<file path="config.mk">
export PLATFORM = sky130hd
export DESIGN_NAME = memwb_elastic_reg_flat
export DESIGN_NICKNAME = d
export VERILOG_FILES = /design/src/rtl/psrv32_pipe_pkg.sv /design/src/rtl/memwb_elastic_reg_if.sv /design/src/rtl/pipe_skid_buffer.sv /design/src/rtl/memwb_elastic_reg.sv /design/src/flat_wrapper.sv
export SDC_FILE = /design/constraint.sdc
export NUM_CORES = 1
export LEC_CHECK = 0
export CAP_MARGIN = 20
export CORE_ASPECT_RATIO = 0.6
export CORE_MARGIN = 1.5
export CORE_UTILIZATION = 50
export CTS_BUF_LIST = sky130_fd_sc_hd__clkbuf_8 sky130_fd_sc_hd__clkbuf_16
export DETAILED_ROUTE_END_ITERATION = 7
export MAX_ROUTING_LAYER = met4
export PLACE_DENSITY = 0.85
export SETUP_SLACK_MARGIN = 0.3
export SYNTH_ARGS = -nofsm -noshare
export SYNTH_HDL_FRONTEND = slang
export SYNTH_SLANG_ARGS = --single-unit
</file>
<file path="constraint.sdc">
create_clock -name clk_i -period 11.25 [get_ports clk_i]
set_clock_uncertainty 0.2 [all_clocks]
set_input_delay 2.25 -clock clk_i [delete_from_list [all_inputs] [get_ports clk_i]]
set_output_delay 2.25 -clock clk_i [all_outputs]
set_load 0.02 [all_outputs]
</file>
<file path="src/rtl/psrv32_pipe_pkg.sv">
// rtl/psrv32_pipe_pkg.sv - shared PSRV32 pipeline types: writeback selects, MEM/WB entry, skid states
package psrv32_pipe_pkg;

    localparam int PIPE_XLEN   = 32;
    localparam int PIPE_REG_AW = 5;

    localparam logic [1:0] WB_SEL_ALU  = 2'b00;
    localparam logic [1:0] WB_SEL_MEM  = 2'b01;
    localparam logic [1:0] WB_SEL_PC4  = 2'b10;
    localparam logic [1:0] WB_SEL_ZERO = 2'b11;

    typedef struct packed {
        logic [PIPE_XLEN-1:0]   data_read;
        logic [PIPE_XLEN-1:0]   alu_result;
        logic [PIPE_XLEN-1:0]   pc_plus4;
        logic [PIPE_REG_AW-1:0] write_reg;
        logic [1:0]             mem_to_reg;
        logic                   reg_write;
    } memwb_entry_t;

    // bit 0 = main entry valid, bit 1 = skid entry valid; skid is never valid without main
    typedef enum logic [1:0] {
        SKID_EMPTY = 2'b00,
        SKID_MAIN  = 2'b01,
        SKID_BOTH  = 2'b11
    } skid_state_t;

endpackage

</file>
<file path="src/rtl/memwb_elastic_reg_if.sv">
// rtl/memwb_elastic_reg_if.sv - MEM->WB handshake and payload bundle
interface memwb_elastic_reg_if #(
    parameter int XLEN   = 32,
    parameter int REG_AW = 5,
    parameter int CNT_W  = 32
);
    logic              in_valid_i;
    logic              in_ready_o;
    logic              flush_i;
    logic [XLEN-1:0]   data_read_i;
    logic [XLEN-1:0]   alu_result_i;
    logic [XLEN-1:0]   pc_plus4_i;
    logic [REG_AW-1:0] write_reg_i;
    logic [1:0]        mem_to_reg_i;
    logic              reg_write_i;

    logic              out_valid_o;
    logic              out_ready_i;
    logic [XLEN-1:0]   data_read_o;
    logic [XLEN-1:0]   alu_result_o;
    logic [XLEN-1:0]   pc_plus4_o;
    logic [REG_AW-1:0] write_reg_o;
    logic [1:0]        mem_to_reg_o;
    logic              reg_write_o;
    logic [XLEN-1:0]   wb_data_o;
    logic [CNT_W-1:0]  retired_o;

    modport master (
        output in_valid_i, flush_i, data_read_i, alu_result_i, pc_plus4_i,
               write_reg_i, mem_to_reg_i, reg_write_i, out_ready_i,
        input  in_ready_o, out_valid_o, data_read_o, alu_result_o, pc_plus4_o,
               write_reg_o, mem_to_reg_o, reg_write_o, wb_data_o, retired_o
    );

    modport slave (
        input  in_valid_i, flush_i, data_read_i, alu_result_i, pc_plus4_i,
               write_reg_i, mem_to_reg_i, reg_write_i, out_ready_i,
        output in_ready_o, out_valid_o, data_read_o, alu_result_o, pc_plus4_o,
               write_reg_o, mem_to_reg_o, reg_write_o, wb_data_o, retired_o
    );
endinterface

</file>
<file path="src/rtl/pipe_skid_buffer.sv">
// rtl/pipe_skid_buffer.sv - generic two-entry elastic register (main + skid) with flush
module pipe_skid_buffer
    import psrv32_pipe_pkg::*;
#(
    parameter int W = 8
) (
    input  logic         clk,
    input  logic         rst,
    input  logic         flush,
    input  logic         in_valid,
    output logic         in_ready,
    input  logic [W-1:0] in_data,
    output logic         out_valid,
    input  logic         out_ready,
    output logic [W-1:0] out_data
);
    skid_state_t  state, state_next;
    logic [W-1:0] main_q, skid_q;
    logic         accept, drain;
    logic         load_main_in, load_main_skid, load_skid;

    // in_ready comes straight off the state flop, so out_ready never reaches it combinationally
    assign in_ready  = ~state[1];
    assign out_valid = state[0];
    assign out_data  = main_q;
    assign accept    = in_valid & in_ready;
    assign drain     = out_valid & out_ready;

    always_ff @(posedge clk or posedge rst) begin
        if (rst) state <= SKID_EMPTY;
        else     state <= state_next;
    end

    always_comb begin
        state_next     = state;
        load_main_in   = 1'b0;
        load_main_skid = 1'b0;
        load_skid      = 1'b0;
        if (flush) begin
            state_next = SKID_EMPTY;
        end else begin
            case (state)
                SKID_EMPTY: if (accept) begin
                    load_main_in = 1'b1;
                    state_next   = SKID_MAIN;
                end
                SKID_MAIN: if (drain) begin
                    if (accept) load_main_in = 1'b1;
                    else        state_next   = SKID_EMPTY;
                end else if (accept) begin
                    load_skid  = 1'b1;
                    state_next = SKID_BOTH;
                end
                SKID_BOTH: if (drain) begin
                    load_main_skid = 1'b1;
                    state_next     = SKID_MAIN;
                end
                default: state_next = SKID_EMPTY;
            endcase
        end
    end

    always_ff @(posedge clk or posedge rst) begin
        if (rst) begin
            main_q <= '0;
            skid_q <= '0;
        end else begin
            if (load_main_in)        main_q <= in_data;
            else if (load_main_skid) main_q <= skid_q;
            if (load_skid)           skid_q <= in_data;
        end
    end
endmodule

</file>
<file path="src/rtl/memwb_elastic_reg.sv">
// rtl/memwb_elastic_reg.sv - elastic MEM/WB register with writeback mux, x0 suppression, retire counter
module memwb_elastic_reg
    import psrv32_pipe_pkg::*;
#(
    parameter int XLEN   = PIPE_XLEN,
    parameter int REG_AW = PIPE_REG_AW,
    parameter int CNT_W  = 32
) (
    input logic                clk_i,
    input logic                reset_i,
    memwb_elastic_reg_if.slave bus
);
    localparam int ENTRY_W = $bits(memwb_entry_t);

    memwb_entry_t      in_entry, main_entry;
    logic [ENTRY_W-1:0] main_bits;
    logic              main_valid, drain;
    logic [XLEN-1:0]   wb_mux;
    logic [CNT_W-1:0]  retired_q;

    assign in_entry = '{
        data_read:  bus.data_read_i,
        alu_result: bus.alu_result_i,
        pc_plus4:   bus.pc_plus4_i,
        write_reg:  bus.write_reg_i,
        mem_to_reg: bus.mem_to_reg_i,
        reg_write:  bus.reg_write_i
    };

    pipe_skid_buffer #(.W(ENTRY_W)) u_skid (
        .clk       (clk_i),
        .rst       (reset_i),
        .flush     (bus.flush_i),
        .in_valid  (bus.in_valid_i),
        .in_ready  (bus.in_ready_o),
        .in_data   (in_entry),
        .out_valid (main_valid),
        .out_ready (bus.out_ready_i),
        .out_data  (main_bits)
    );

    assign main_entry = memwb_entry_t'(main_bits);

    always_comb begin
        wb_mux = '0;
        case (main_entry.mem_to_reg)
            WB_SEL_ALU:  wb_mux = main_entry.alu_result;
            WB_SEL_MEM:  wb_mux = main_entry.data_read;
            WB_SEL_PC4:  wb_mux = main_entry.pc_plus4;
            default:     wb_mux = '0;
        endcase
    end

    // payload is gated so stale main contents never leak out while the stage is empty
    assign bus.out_valid_o  = main_valid;
    assign bus.data_read_o  = main_valid ? main_entry.data_read  : '0;
    assign bus.alu_result_o = main_valid ? main_entry.alu_result : '0;
    assign bus.pc_plus4_o   = main_valid ? main_entry.pc_plus4   : '0;
    assign bus.write_reg_o  = main_valid ? main_entry.write_reg  : '0;
    assign bus.mem_to_reg_o = main_valid ? main_entry.mem_to_reg : '0;
    assign bus.reg_write_o  = main_valid & main_entry.reg_write & (main_entry.write_reg != '0);
    assign bus.wb_data_o    = main_valid ? wb_mux : '0;

    assign drain = main_valid & bus.out_ready_i;

    always_ff @(posedge clk_i or posedge reset_i) begin
        if (reset_i)    retired_q <= '0;
        else if (drain) retired_q <= retired_q + 1'b1;
    end

    assign bus.retired_o = retired_q;
endmodule
</file>
<file path="src/flat_wrapper.sv">
// flat-port wrapper written by rule: the top's interface ports become plain ports
module memwb_elastic_reg_flat import psrv32_pipe_pkg::*;
#(
    parameter int XLEN   = PIPE_XLEN,
    parameter int REG_AW = PIPE_REG_AW,
    parameter int CNT_W  = 32
)
  (clk_i, reset_i, bus_in_valid_i, bus_flush_i, bus_data_read_i, bus_alu_result_i, bus_pc_plus4_i, bus_write_reg_i, bus_mem_to_reg_i, bus_reg_write_i, bus_out_ready_i, bus_in_ready_o, bus_out_valid_o, bus_data_read_o, bus_alu_result_o, bus_pc_plus4_o, bus_write_reg_o, bus_mem_to_reg_o, bus_reg_write_o, bus_wb_data_o, bus_retired_o);
  memwb_elastic_reg_if #(.XLEN(XLEN), .REG_AW(REG_AW), .CNT_W(CNT_W)) bus_i ();
  input logic clk_i;
  input logic reset_i;
  input wire logic [$bits(bus_i.in_valid_i)-1:0] bus_in_valid_i;
  input wire logic [$bits(bus_i.flush_i)-1:0] bus_flush_i;
  input wire logic [$bits(bus_i.data_read_i)-1:0] bus_data_read_i;
  input wire logic [$bits(bus_i.alu_result_i)-1:0] bus_alu_result_i;
  input wire logic [$bits(bus_i.pc_plus4_i)-1:0] bus_pc_plus4_i;
  input wire logic [$bits(bus_i.write_reg_i)-1:0] bus_write_reg_i;
  input wire logic [$bits(bus_i.mem_to_reg_i)-1:0] bus_mem_to_reg_i;
  input wire logic [$bits(bus_i.reg_write_i)-1:0] bus_reg_write_i;
  input wire logic [$bits(bus_i.out_ready_i)-1:0] bus_out_ready_i;
  output wire logic [$bits(bus_i.in_ready_o)-1:0] bus_in_ready_o;
  output wire logic [$bits(bus_i.out_valid_o)-1:0] bus_out_valid_o;
  output wire logic [$bits(bus_i.data_read_o)-1:0] bus_data_read_o;
  output wire logic [$bits(bus_i.alu_result_o)-1:0] bus_alu_result_o;
  output wire logic [$bits(bus_i.pc_plus4_o)-1:0] bus_pc_plus4_o;
  output wire logic [$bits(bus_i.write_reg_o)-1:0] bus_write_reg_o;
  output wire logic [$bits(bus_i.mem_to_reg_o)-1:0] bus_mem_to_reg_o;
  output wire logic [$bits(bus_i.reg_write_o)-1:0] bus_reg_write_o;
  output wire logic [$bits(bus_i.wb_data_o)-1:0] bus_wb_data_o;
  output wire logic [$bits(bus_i.retired_o)-1:0] bus_retired_o;
  assign bus_i.in_valid_i = bus_in_valid_i;
  assign bus_i.flush_i = bus_flush_i;
  assign bus_i.data_read_i = bus_data_read_i;
  assign bus_i.alu_result_i = bus_alu_result_i;
  assign bus_i.pc_plus4_i = bus_pc_plus4_i;
  assign bus_i.write_reg_i = bus_write_reg_i;
  assign bus_i.mem_to_reg_i = bus_mem_to_reg_i;
  assign bus_i.reg_write_i = bus_reg_write_i;
  assign bus_i.out_ready_i = bus_out_ready_i;
  assign bus_in_ready_o = bus_i.in_ready_o;
  assign bus_out_valid_o = bus_i.out_valid_o;
  assign bus_data_read_o = bus_i.data_read_o;
  assign bus_alu_result_o = bus_i.alu_result_o;
  assign bus_pc_plus4_o = bus_i.pc_plus4_o;
  assign bus_write_reg_o = bus_i.write_reg_o;
  assign bus_mem_to_reg_o = bus_i.mem_to_reg_o;
  assign bus_reg_write_o = bus_i.reg_write_o;
  assign bus_wb_data_o = bus_i.wb_data_o;
  assign bus_retired_o = bus_i.retired_o;
  memwb_elastic_reg #(.XLEN(XLEN), .REG_AW(REG_AW), .CNT_W(CNT_W)) u_core (.clk_i(clk_i), .reset_i(reset_i), .bus(bus_i));
endmodule
</file>
**After elaboration in Yosys (flattened, before gate mapping)**

Index checks and enable logic that the tools add are counted.

- Mux-type cells: 26
- Add/sub/neg operators: 1
- Eq/ne operators: 8
- Reduce and logical (&&, ||, !) cells: 5
- Bitwise gates (word level): 5

Operator list:

| operator | number |
|---|---|
| 104-bit two-way mux | 2 |
| 32-bit two-way mux | 4 |
| 32-bit case mux with 3 select lines | 1 |
| 32-bit by 1-bit adder with 32-bit output (second input constant) | 1 |
| 2-bit two-way mux | 7 |
| 1-bit two-way mux | 9 |
| 2-bit case mux with 3 select lines | 1 |
| 5-bit two-way mux | 1 |
| 5-bit nonzero test | 1 |
| 1-bit bitwise AND | 4 |
| 2-bit by 1-bit == test with 1-bit output (second input constant) | 2 |
| 2-bit == test (second input constant) | 2 |
| 2-bit logical NOT | 2 |
| 4-bit by 3-bit != test with 1-bit output (second input constant) | 1 |
| 4-bit != test (second input constant) | 1 |
| 4-bit AND reduction | 1 |
| 3-bit by 2-bit != test with 1-bit output (second input constant) | 1 |
| 3-bit != test (second input constant) | 1 |
| 1-bit case mux with 2 select lines | 1 |
| 2-bit nonzero test | 1 |
| 1-bit inverter | 1 |

- Register bits after elaboration: 242
- Output and inout port bits: 170
- Logic and storage cells: 49

**Depth between registers and ports, before layout**

Gate-level depths: netlist (run 1).

- Depth after elaboration: 7
- Gate-level depth with buffers: 10
- Mapped depth without buffers: 6

**Modules after synthesis**

From an unflattened synthesis (run 1), not the netlist that was laid out.

- Cell total of the unflattened synthesis: 1089
- Area, all modules: 12216.7 um^2

By module, submodules not included:

| module | area each (um^2) | cells each | times used | seq. area each (um^2) |
|---|---|---|---|---|
| pipe_skid_buffer | 9122.5 | 696 | 1 | 5255.0 |
| memwb_elastic_reg | 3094.2 | 393 | 1 | 800.8 |

**Least setup slack after synthesis (run 1)**

No wires, ideal clock.

- Path type: reg2out
- Start point: register u_core.u_skid.state[0]
- End point: output bus_reg_write_o
- Cell stages (with the launch flop): 5
- Slack: 7.245 ns
- Data required time: 8.800 ns
- Arrival: 1.555 ns
- Path through: dfrtp_1 -> buf_4 -> clkbuf_1 -> clkbuf_1 -> o311a_1

- Cells in the longest elaborated chain, start to end: 2

Ends and longest elaborated chain:

| what | RTL line | text |
|---|---|---|
| start: declaration | pipe_skid_buffer.sv:17 | `skid_state_t state, state_next;` |
| start signal: assignment | pipe_skid_buffer.sv:31 | `else state <= state_next;` |
| 1-bit bitwise AND (2 in a row) | memwb_elastic_reg.sv:61 | `assign bus.reg_write_o = main_valid & main_entry.reg_write & (main_entry.write_reg != '0);` |
| end: declaration | flat_wrapper.sv:28 | `output wire logic [$bits(bus_i.reg_write_o)-1:0] bus_reg_write_o;` |

No other way between the ends.

**Worst setup path in the final report (run 1)**

- Start point: register u_core.u_skid.main_q[2], in the netlist u_core.u_skid.out_data[2]
- End point: output bus_wb_data_o[10]

- Cells in the longest elaborated chain, start to end: 3
- Elaborated cells on any way between the ends: 5
- Classes of those cells: eq/ne: 2; mux: 2; reduce/logical: 1

Ends and longest elaborated chain:

| what | RTL line | text |
|---|---|---|
| start: declaration | pipe_skid_buffer.sv:18 | `logic [W-1:0] main_q, skid_q;` |
| start signal: assignment | pipe_skid_buffer.sv:68 | `if (load_main_in) main_q <= in_data;` |
| start signal: assignment | pipe_skid_buffer.sv:69 | `else if (load_main_skid) main_q <= skid_q;` |
| 2-bit == test (tied with other cells) | memwb_elastic_reg.sv:46 | `case (main_entry.mem_to_reg)` |
| 32-bit case mux with 3 select lines * | memwb_elastic_reg.sv:46 |  |
| 32-bit two-way mux * | memwb_elastic_reg.sv:62 | `assign bus.wb_data_o = main_valid ? wb_mux : '0;` |
| end: declaration | flat_wrapper.sv:29 | `output wire logic [$bits(bus_i.wb_data_o)-1:0] bus_wb_data_o;` |

Every way passes the cells marked *; elsewhere a longest branch is shown, timed or not.

==> results.sh, run 1 <==
export IMPL_drive_gt1_share_pct=12.6
export IMPL_drc=0
export IMPL_crit_fanout=28
export IMPL_grt_max_degree=116
export IMPL_post_route_period_util_pct=48.1
export IMPL_ff2ff_setup_slack_ns=7.16
export IMPL_layout_commonest_cell="clkdlybuf4s50_1"
export IMPL_fin_nets=1433
export IMPL_relSlewSlack_pct=29.2
export IMPL_syn_nets=1191
export IMPL_die_h_um=122
export IMPL_syn_inst=1077
export IMPL_dp_cells=1607
export IMPL_gp_congestion=0.865
export IMPL_grt_usage_pct=26.7
export IMPL_synth_cell_types=35
export IMPL_r2r_end="u_core.u_skid.out_data[16]"
export IMPL_area_growth_synth_to_final_pct=32.0
export IMPL_synth_top_cell_by_area="dfrtp_1"
export IMPL_max_clock_path_buffers=3
export IMPL_clk_pin_slew_ns=0.07
export IMPL_fp_row_count=43
export IMPL_cp_buffers_inverters=2
export IMPL_cp_end_kind="output port"
export IMPL_synth_simple_gate_area_share_pct=14.3
export IMPL_worst_path_largest_cell_delay_ns=0.56
export IMPL_muxShareOfSynthArea_pct=21.6
export IMPL_drv_slew=0
export IMPL_drt_iter0_markers=643
export IMPL_endpoint="bus_wb_data_o[10]"
export IMPL_stdcell_count=1655
export IMPL_setup_tns_final_ns=0
export IMPL_drtAntennaViolNets=0
export IMPL_ios=279
export IMPL_p_per_area_nw_per_um2=262
export IMPL_netlist_area_leader_share_pct=51.4
export IMPL_h_tree_depth=1
export IMPL_grt_overflow=0
export IMPL_crit_path_start="u_core.u_skid.out_data[2]"
export IMPL_fin_area_um2=15500
export IMPL_setup_slack_ns=5.83
export IMPL_status="completed"
export IMPL_critPathKind="reg -> out"
export IMPL_grt_antenna_before_repair=5
export IMPL_rsz0062_at_grt="false"
export IMPL_cts_buffers_inserted=23
export IMPL_grt_pass1_wl_mm=49.7
export IMPL_synth_area_leaders="dfrtp_1 51%, mux2i_1 12%, mux2_2 10%"
export IMPL_netlist_area_um2=11800
export IMPL_cap_viol_max_count=0
export IMPL_path_cells="buf_4 -> mux2i_1 -> nor2_1 -> a21oi_1 -> nor2_1 -> clkdlybuf4s50_1"
export IMPL_die_area_um2=24500
export IMPL_place_hpwl_mm=22.0
export IMPL_place_ws_ns=5.65
export IMPL_clock_sinks=242
export IMPL_io_buffers=278
export IMPL_reg2regPathDepth=9
export IMPL_synth_compound_area_share_pct=6.37
export IMPL_fillCellCount=1698
export IMPL_max_vdd_ir_drop_mv=0.148
export IMPL_cts_resized_gates=0
export IMPL_start_kind="flop"
export IMPL_synth_edff_count=0
export IMPL_hold_class="reg -> reg"
export IMPL_ys_ff_latch=242
export IMPL_async_reset_ff_share_pct=100
export IMPL_reg2reg_from="u_core.u_skid.state[0]"
export IMPL_postSynthAreaPerCell_um2=10.9
export IMPL_synthAdderAreaFrac_pct=0.531
export IMPL_vias_per_cell=5.49
export IMPL_layout_common_cells="278 x clkdlybuf4s50_1, 240 x dfrtp_1, 171 x nor2_1"
export IMPL_initial_core_util_pct=51.0
export IMPL_setup_viol=0
export IMPL_cp_required_ns=8.80
export IMPL_cts_root_buffer="clkbuf_16"
export IMPL_synth_top_family_by_area="multiplexers"
export IMPL_drt_pass1_iter_count=5
export IMPL_cp_slowest_cell="clkdlybuf4s50_1"
export IMPL_post_cts_setup_buffers=0
export IMPL_fin_crit_ns=5.42
export IMPL_cpLargestDelayFamily="buffers and inverters"
export IMPL_cp_arrival_ns=2.97
export IMPL_cts_tree="built"
export IMPL_path_depth=6
export IMPL_max_freq_mhz=185
export IMPL_core_area_um2=23100
export IMPL_cellLeakagePower_nw=7.24
export IMPL_yosys_warnings=0
export IMPL_place_area_um2=14700
export IMPL_grt_pass1_vias=8742
export IMPL_vias=9090
export IMPL_power_total_w=0.00407
export IMPL_totalWireLength_mm=32.3
export IMPL_hold_viol=0
export IMPL_avgRoutedWirePerCell_um=19.5
export IMPL_clock_latency_ns=0.50
export IMPL_die_x_um=201
export IMPL_synth_flop_cell="dfrtp_1"
export IMPL_ys_seq_area_share_pct=51.4
export IMPL_crit_path_frequent_cell="nor2_1"
export IMPL_hold_buffers=0
export IMPL_worst_pin_slew_ns=1.06
export IMPL_synth_xor_area_share_pct=2.31
-- how the worst min path moves through the flow --
stage	endpoint	startpoint	slack, ns	depth (start not counted)
floorplan	u_core.u_skid.skid_q[40]	u_core.u_skid.skid_q[40]	0.28	1
global placement	u_core.bus.retired_o[31]	u_core.bus.retired_o[31]	0.26	1
detailed placement	u_core.bus.retired_o[31]	u_core.bus.retired_o[31]	0.27	1
CTS	u_core.bus.retired_o[31]	u_core.bus.retired_o[31]	0.28	1
global route	u_core.bus.retired_o[31]	u_core.bus.retired_o[31]	0.30	1
finish	u_core.bus.retired_o[31]	u_core.bus.retired_o[31]	0.28	1
-- where the power goes --
part | total [W] | internal [W] | switching, W | leakage, nW
registers | 0.00157 | 0.00125 | 0.000318 | 2.86
logic | 0.00171 | 0.000836 | 0.000876 | 3.99
clock network | 0.000788 | 0.000459 | 0.000329 | 0.392
-- metal layers --
layer	GRT usage [%]	vias to the layer above	wire length (um)
li1	-	4176	-
met1	38.6	4532	15300
met2	37.7	344	13900
met3	6.96	38	2560
met4	5.55	0	598
met5	-	-	0
-- cell families after synthesis --
logic type      after synthesis
simple gates                332
flops                       242
mux                         241
compound gates              146
buf+inv                      80
xor+xnor                     31
fa+ha+maj                     5
-- cells in the mapped netlist, drive strengths merged (3+ instances only) --
master	count
a21oi	139
o21ai	3
and4	4
clkbuf	30
nor2	171
and2	108
ha	5
xnor2	28
nand3	14
inv	5
dfrtp	242
buf	45
xor2	3
mux2	105
mux2i	136
nand4	13
and3	4
nand2	8
-- state kept, by name, indices dropped and copies added (netlist names) --
register and flops:
u_core.u_skid.state 2, u_core.u_skid.out_data 104, u_core.u_skid.skid_q 104, u_core.bus.retired_o 32
-- worst reg2reg max path, cell delays in order, from the launching register on --
cell and delay (ns):
dfrtp_4 0.77, inv_1 0.53, buf_16 0.30, ha_1 0.25
o21ai_4 0.14, buf_4 0.23, buf_16 0.33, buf_4 0.88
nor2_1 0.19, a21oi_1 0.19
-- area by class of cell --
cell class	instances	area [um2]	area share, %
Sequential cell	242	6060	39.0
Multi-Input combinational cell	755	5340	34.3
Timing Repair Buffer	292	2950	19.0
Clock buffer	29	658	4.23
Tap cell	315	394	2.53
Clock inverter	12	114	0.732
Inverter	5	26.3	0.169
Antenna cell	5	12.5	0.0805
-- through the flow --
| stage | hold slack, ns | utilization, % |
|---|---|---|
| 6_report | 0.276 | 67.4 |
| 5_1_grt | 0.302 | 67.4 |
| 4_1_cts | 0.279 | 67.1 |
| 3_5_place_dp | 0.270 | 63.7 |
| 3_3_place_gp | 0.262 | 63.6 |
| 2_1_floorplan | 0.279 | - |
(Power assumes the default switching activity.)
==> inputs of run 2 (changes only) <==
==> constraint.sdc (replaced) <==
create_clock -name clk_i -period 5.15 [get_ports clk_i]
set_clock_uncertainty 0.2 [all_clocks]
set_input_delay 1.03 -clock clk_i [delete_from_list [all_inputs] [get_ports clk_i]]
set_output_delay 1.03 -clock clk_i [all_outputs]
set_load 0.02 [all_outputs]
==> run 2 against run 1 <==
Critical path depth is 1 lower. Routed wire length increased by 2.5%. Sequential cell count unchanged. Largest cell class unchanged. Worst hold slack got worse by 0.0018 ns.
==> results.sh, run 2 (synthesized netlist as in run 1, its figures left out) <==
export IMPL_grt_pass1_wl_mm=51.5
export IMPL_max_clock_path_buffers=3
export IMPL_post_route_period_util_pct=83.5
export IMPL_grt_antenna_before_repair=6
export IMPL_drc=0
export IMPL_die_x_um=201
export IMPL_vias_per_cell=5.52
export IMPL_avgRoutedWirePerCell_um=20.0
export IMPL_cp_arrival_ns=3.07
export IMPL_hold_buffers=0
export IMPL_hold_class="reg -> reg"
export IMPL_hold_viol=0
export IMPL_grt_usage_pct=28.0
export IMPL_grt_pass1_vias=8942
export IMPL_setup_viol=0
export IMPL_rsz0062_at_grt="false"
export IMPL_crit_fanout=26
export IMPL_fin_crit_ns=4.30
export IMPL_p_per_area_nw_per_um2=581
export IMPL_cp_end_kind="output port"
export IMPL_register_area_um2=6060
export IMPL_fillCellCount=1688
export IMPL_core_area_um2=23100
export IMPL_relSlewSlack_pct=43.8
export IMPL_max_vdd_ir_drop_mv=0.337
export IMPL_drtAntennaViolNets=0
export IMPL_cap_viol_max_count=0
export IMPL_totalWireLength_mm=33.2
export IMPL_initial_core_util_pct=51.0
export IMPL_start_kind="flop"
export IMPL_status="completed"
export IMPL_post_route_util_pct=68.1
export IMPL_drt_iter0_markers=682
export IMPL_layout_commonest_cell="clkdlybuf4s50_1"
export IMPL_place_hpwl_mm=23.1
export IMPL_die_h_um=122
export IMPL_cts_tree="built"
export IMPL_io_buffers=278
export IMPL_fin_nets=1436
export IMPL_cellLeakagePower_nw=7.31
export IMPL_h_tree_depth=1
export IMPL_worst_pin_slew_ns=0.842
export IMPL_fp_row_count=43
export IMPL_vias=9157
export IMPL_gp_congestion=0.905
export IMPL_area_growth_synth_to_final_pct=33.5
export IMPL_grt_max_degree=151
export IMPL_cts_resized_gates=0
export IMPL_clock_sinks=242
export IMPL_critPathKind="reg -> out"
export IMPL_ios=279
export IMPL_die_area_um2=24500
export IMPL_multi_input_area_um2=5340
export IMPL_drive_gt1_share_pct=13.1
export IMPL_drv_slew=0
export IMPL_cts_root_buffer="clkbuf_16"
export IMPL_grt_overflow=0
export IMPL_cts_buffers_inserted=23
export IMPL_max_freq_mhz=233
export IMPL_post_cts_setup_buffers=0
export IMPL_cp_required_ns=3.92
export IMPL_drt_pass1_iter_count=5
export IMPL_clk_pin_slew_ns=0.06
export IMPL_clock_latency_ns=0.52
export IMPL_layout_common_cells="278 x clkdlybuf4s50_1, 240 x dfrtp_1, 171 x nor2_1"
export IMPL_setup_tns_final_ns=0
## run 2: cell count changes in the layout (fill, tap and decap cells not counted), sizes merged, moves of 2 or more
| cell | change |
|---|---|
| clkinv | +2 |
| inv | -3 |
| buf | +3 |
| clkbuf | -5 |
| bufinv | +6 |
## run 2: path summary, 6_finish.rpt
path	start	slack (ns)	cells after the start	end
setup / recovery	u_core.u_skid.out_data[2]	0.85	5	bus_wb_data_o[16]
hold / removal	u_core.bus.retired_o[31]	0.27	1	u_core.bus.retired_o[31]
setup reg to reg	u_core.u_skid.state[0]	2.20	6	u_core.u_skid.out_data[69]
hold reg to reg	u_core.bus.retired_o[31]	0.27	1	u_core.bus.retired_o[31]
max in group asynchronous	reset_i	3.02	3	u_core.u_skid.skid_q[57]
min in group asynchronous	reset_i	0.74	2	u_core.u_skid.out_data[0]
## run 2: cell type report
type | instances | share of cell area, %
clock inverter | 18 | 1.94
timing repair buffer | 295 | 19.1
multi-input combinational | 755 | 33.9
sequential | 242 | 38.5
inverter | 5 | 0.143
antenna | 6 | 0.0955
clock buffer | 24 | 3.75
tap | 315 | 2.51
## run 2: per-stage QoR
stage	std cells	total power, W	cell area [um2]	worst slack (ns)	hold WS [ns]
finish	1660	0.00914	15700	0.850	0.275
global route	1660	0.00964	15700	0.682	0.311
detailed placement	1612	0.00714	14800	1.20	0.273
global placement	1611	0.00700	14800	1.22	0.263
CTS	1654	0.00916	15700	0.846	0.281
floorplan	1077	0.00552	11800	0.744	0.279
## run 2: where the power goes
part / internal [W] / total [W] / switching [W]
logic: 0.00181 / 0.00365 / 0.00184
registers: 0.00273 / 0.00350 / 0.000768
clock network: 0.00124 / 0.00199 / 0.000752
## run 2: critical path, stage by stage (launching register included)
cell and delay (ns):
dfrtp_2 0.70, nor2b_2 0.51, buf_4 0.38, a21oi_1 0.13, nor2_1 0.18, clkdlybuf4s50_1 0.64
## run 2: layer usage
metal | global-route usage, % | up-vias | routed length [um]
li1 | - | 4199 | -
met1 | 41.7 | 4558 | 15800
met2 | 39.3 | 358 | 14200
met3 | 6.39 | 42 | 2700
met4 | 4.79 | 0 | 486
met5 | - | - | 0
==> inputs of run 3 (changes only) <==
==> constraint.sdc (replaced) <==
create_clock -name clk_i -period 4.5 [get_ports clk_i]
set_clock_uncertainty 0.2 [all_clocks]
set_input_delay 0.9 -clock clk_i [delete_from_list [all_inputs] [get_ports clk_i]]
set_output_delay 0.9 -clock clk_i [all_outputs]
set_load 0.02 [all_outputs]
==> run 3 against run 2 <==
Sequential power rose by 13%. Core utilization down 0.72 points. First-iteration DRC count down 18%. Worst hold slack got worse by 0.0061 ns. Clock power decreased by 4%. Critical endpoint is now bus_wb_data_o[18]. Largest power group unchanged. Highest routed layer unchanged.
==> results.sh, run 3 (synthesized netlist as in run 1, its figures left out) <==
export IMPL_status="completed"
export IMPL_cp_end_kind="output port"
export IMPL_cts_resized_gates=0
export IMPL_cts_root_buffer="clkbuf_16"
export IMPL_critPathKind="reg -> out"
export IMPL_reg2reg_from="u_core.u_skid.state[0]"
export IMPL_grt_usage_pct=26.8
export IMPL_cp_slowest_cell="dfrtp_2"
export IMPL_post_cts_setup_buffers=0
export IMPL_fin_area_um2=15600
export IMPL_worst_pin_slew_ns=0.947
export IMPL_drt_iter0_markers=561
export IMPL_post_route_period_util_pct=87.6
export IMPL_cellLeakagePower_nw=7.25
export IMPL_drive_gt1_share_pct=12.6
export IMPL_vias_per_cell=5.47
export IMPL_fin_crit_ns=3.94
export IMPL_gp_congestion=0.898
export IMPL_start_kind="flop"
export IMPL_setup_viol=0
export IMPL_crit_path_start="u_core.u_skid.out_data[2]"
export IMPL_worst_path_largest_cell_delay_ns=0.98
export IMPL_die_x_um=201
export IMPL_cp_required_ns=3.40
export IMPL_clock_sinks=242
export IMPL_power_total_w=0.0101
export IMPL_place_area_um2=14800
export IMPL_cp_arrival_ns=2.84
export IMPL_holdPathEnd="u_core.bus.retired_o[31]"
export IMPL_grt_pass1_wl_mm=49.5
export IMPL_max_freq_mhz=254
export IMPL_crit_path_frequent_cell="nor2_1"
export IMPL_cts_tree="built"
export IMPL_initial_core_util_pct=51.0
export IMPL_min_path_cells=1
export IMPL_path_cells="mux2i_1 -> nor2_1 -> a21oi_1 -> nor2_1 -> clkdlybuf4s50_1"
export IMPL_hold_class="reg -> reg"
export IMPL_totalWireLength_mm=31.9
export IMPL_cap_viol_max_count=0
export IMPL_place_hpwl_mm=22.3
export IMPL_drtAntennaViolNets=0
export IMPL_avgRoutedWirePerCell_um=19.3
export IMPL_relSlewSlack_pct=36.9
export IMPL_h_tree_depth=1
export IMPL_rsz0062_at_grt="false"
export IMPL_setup_tns_final_ns=0
export IMPL_p_per_area_nw_per_um2=647
export IMPL_ios=279
export IMPL_hold_buffers=0
export IMPL_crit_fanout=28
export IMPL_fp_row_count=43
export IMPL_die_area_um2=24500
export IMPL_max_vdd_ir_drop_mv=0.323
export IMPL_layout_commonest_cell="clkdlybuf4s50_1"
export IMPL_ff2ff_setup_slack_ns=1.20
export IMPL_max_clock_path_buffers=3
export IMPL_grt_pass1_vias=8704
export IMPL_cpLargestDelayFamily="flip-flops"
export IMPL_layout_common_cells="278 x clkdlybuf4s50_1, 240 x dfrtp_1, 171 x nor2_1"
export IMPL_clk_pin_slew_ns=0.07
export IMPL_grt_overflow=0
export IMPL_cts_buffers_inserted=23
export IMPL_area_growth_synth_to_final_pct=32.1
export IMPL_worstHoldStart="u_core.bus.retired_o[31]"
export IMPL_r2r_end="u_core.u_skid.skid_q[45]"
export IMPL_reg2regPathDepth=5
export IMPL_cp_buffers_inverters=1
export IMPL_grt_max_degree=109
export IMPL_clock_latency_ns=0.50
export IMPL_drc=0
export IMPL_vias=9064
export IMPL_die_h_um=122
export IMPL_io_buffers=278
export IMPL_core_area_um2=23100
export IMPL_fin_nets=1436
export IMPL_hold_viol=0
export IMPL_grt_antenna_before_repair=5
export IMPL_drt_pass1_iter_count=7
export IMPL_drv_slew=0
[run 3: cell count changes in the layout (fill, tap and decap cells not counted), sizes merged]
| cell | before | now |
|---|---|---|
| clkinv | 6 | 4 |
| inv | 6 | 10 |
| diode | 6 | 5 |
| clkbuf | 24 | 26 |
| bufinv | 8 | 2 |
[run 3: power by group]
| part | switching, W | leakage, nW | total [W] | internal [W] |
|---|---|---|---|---|
| Clock | 0.000813 | 0.380 | 0.00191 | 0.00110 |
| Combinational | 0.00211 | 4.01 | 0.00420 | 0.00209 |
| Sequential | 0.000836 | 2.86 | 0.00396 | 0.00313 |
[run 3: cell type report]
class | instances | area [um2]
fillers | 1700 | 7520
flip-flops and latches | 242 | 6060
multi-input cells | 755 | 5340
repair buffers | 295 | 3000
clock buffers | 26 | 617
well taps | 315 | 394
clock inverters | 14 | 123
inverters | 5 | 22.5
diodes | 5 | 12.5
[run 3: worst max-delay path by stage]
stage                     slack, ns  cells past startpoint                        to
after global routing           0.34                      5         bus_wb_data_o[28]
after floorplan                0.22                      1   u_core.bus.retired_o[0]
final                          0.56                      5         bus_wb_data_o[18]
after detailed placement       0.79                      5  u_core.u_skid.skid_q[49]
after global placement         0.77                      5  u_core.u_skid.skid_q[49]
after CTS                      0.51                      5         bus_wb_data_o[16]
[run 3: routing by layer]
layer / wire, um / track usage, % / vias up
met5: 0 / - / -
met4: 680 / 6.06 / 0
met3: 2780 / 6.31 / 58
met2: 13700 / 37.7 / 336
met1: 14700 / 39.2 / 4470
li1: - / - / 4200
[run 3: through the flow]
step | instances | hold WS, ns | setup slack (ns) | utilization [%]
final | 1657 | 0.269 | 0.557 | 67.4
after global routing | 1657 | 0.292 | 0.342 | 67.4
after CTS | 1652 | 0.276 | 0.508 | 67.4
after detailed placement | 1612 | 0.267 | 0.791 | 64.2
after global placement | 1612 | 0.262 | 0.770 | 64.2
after floorplan | 1077 | 0.279 | 0.224 | -
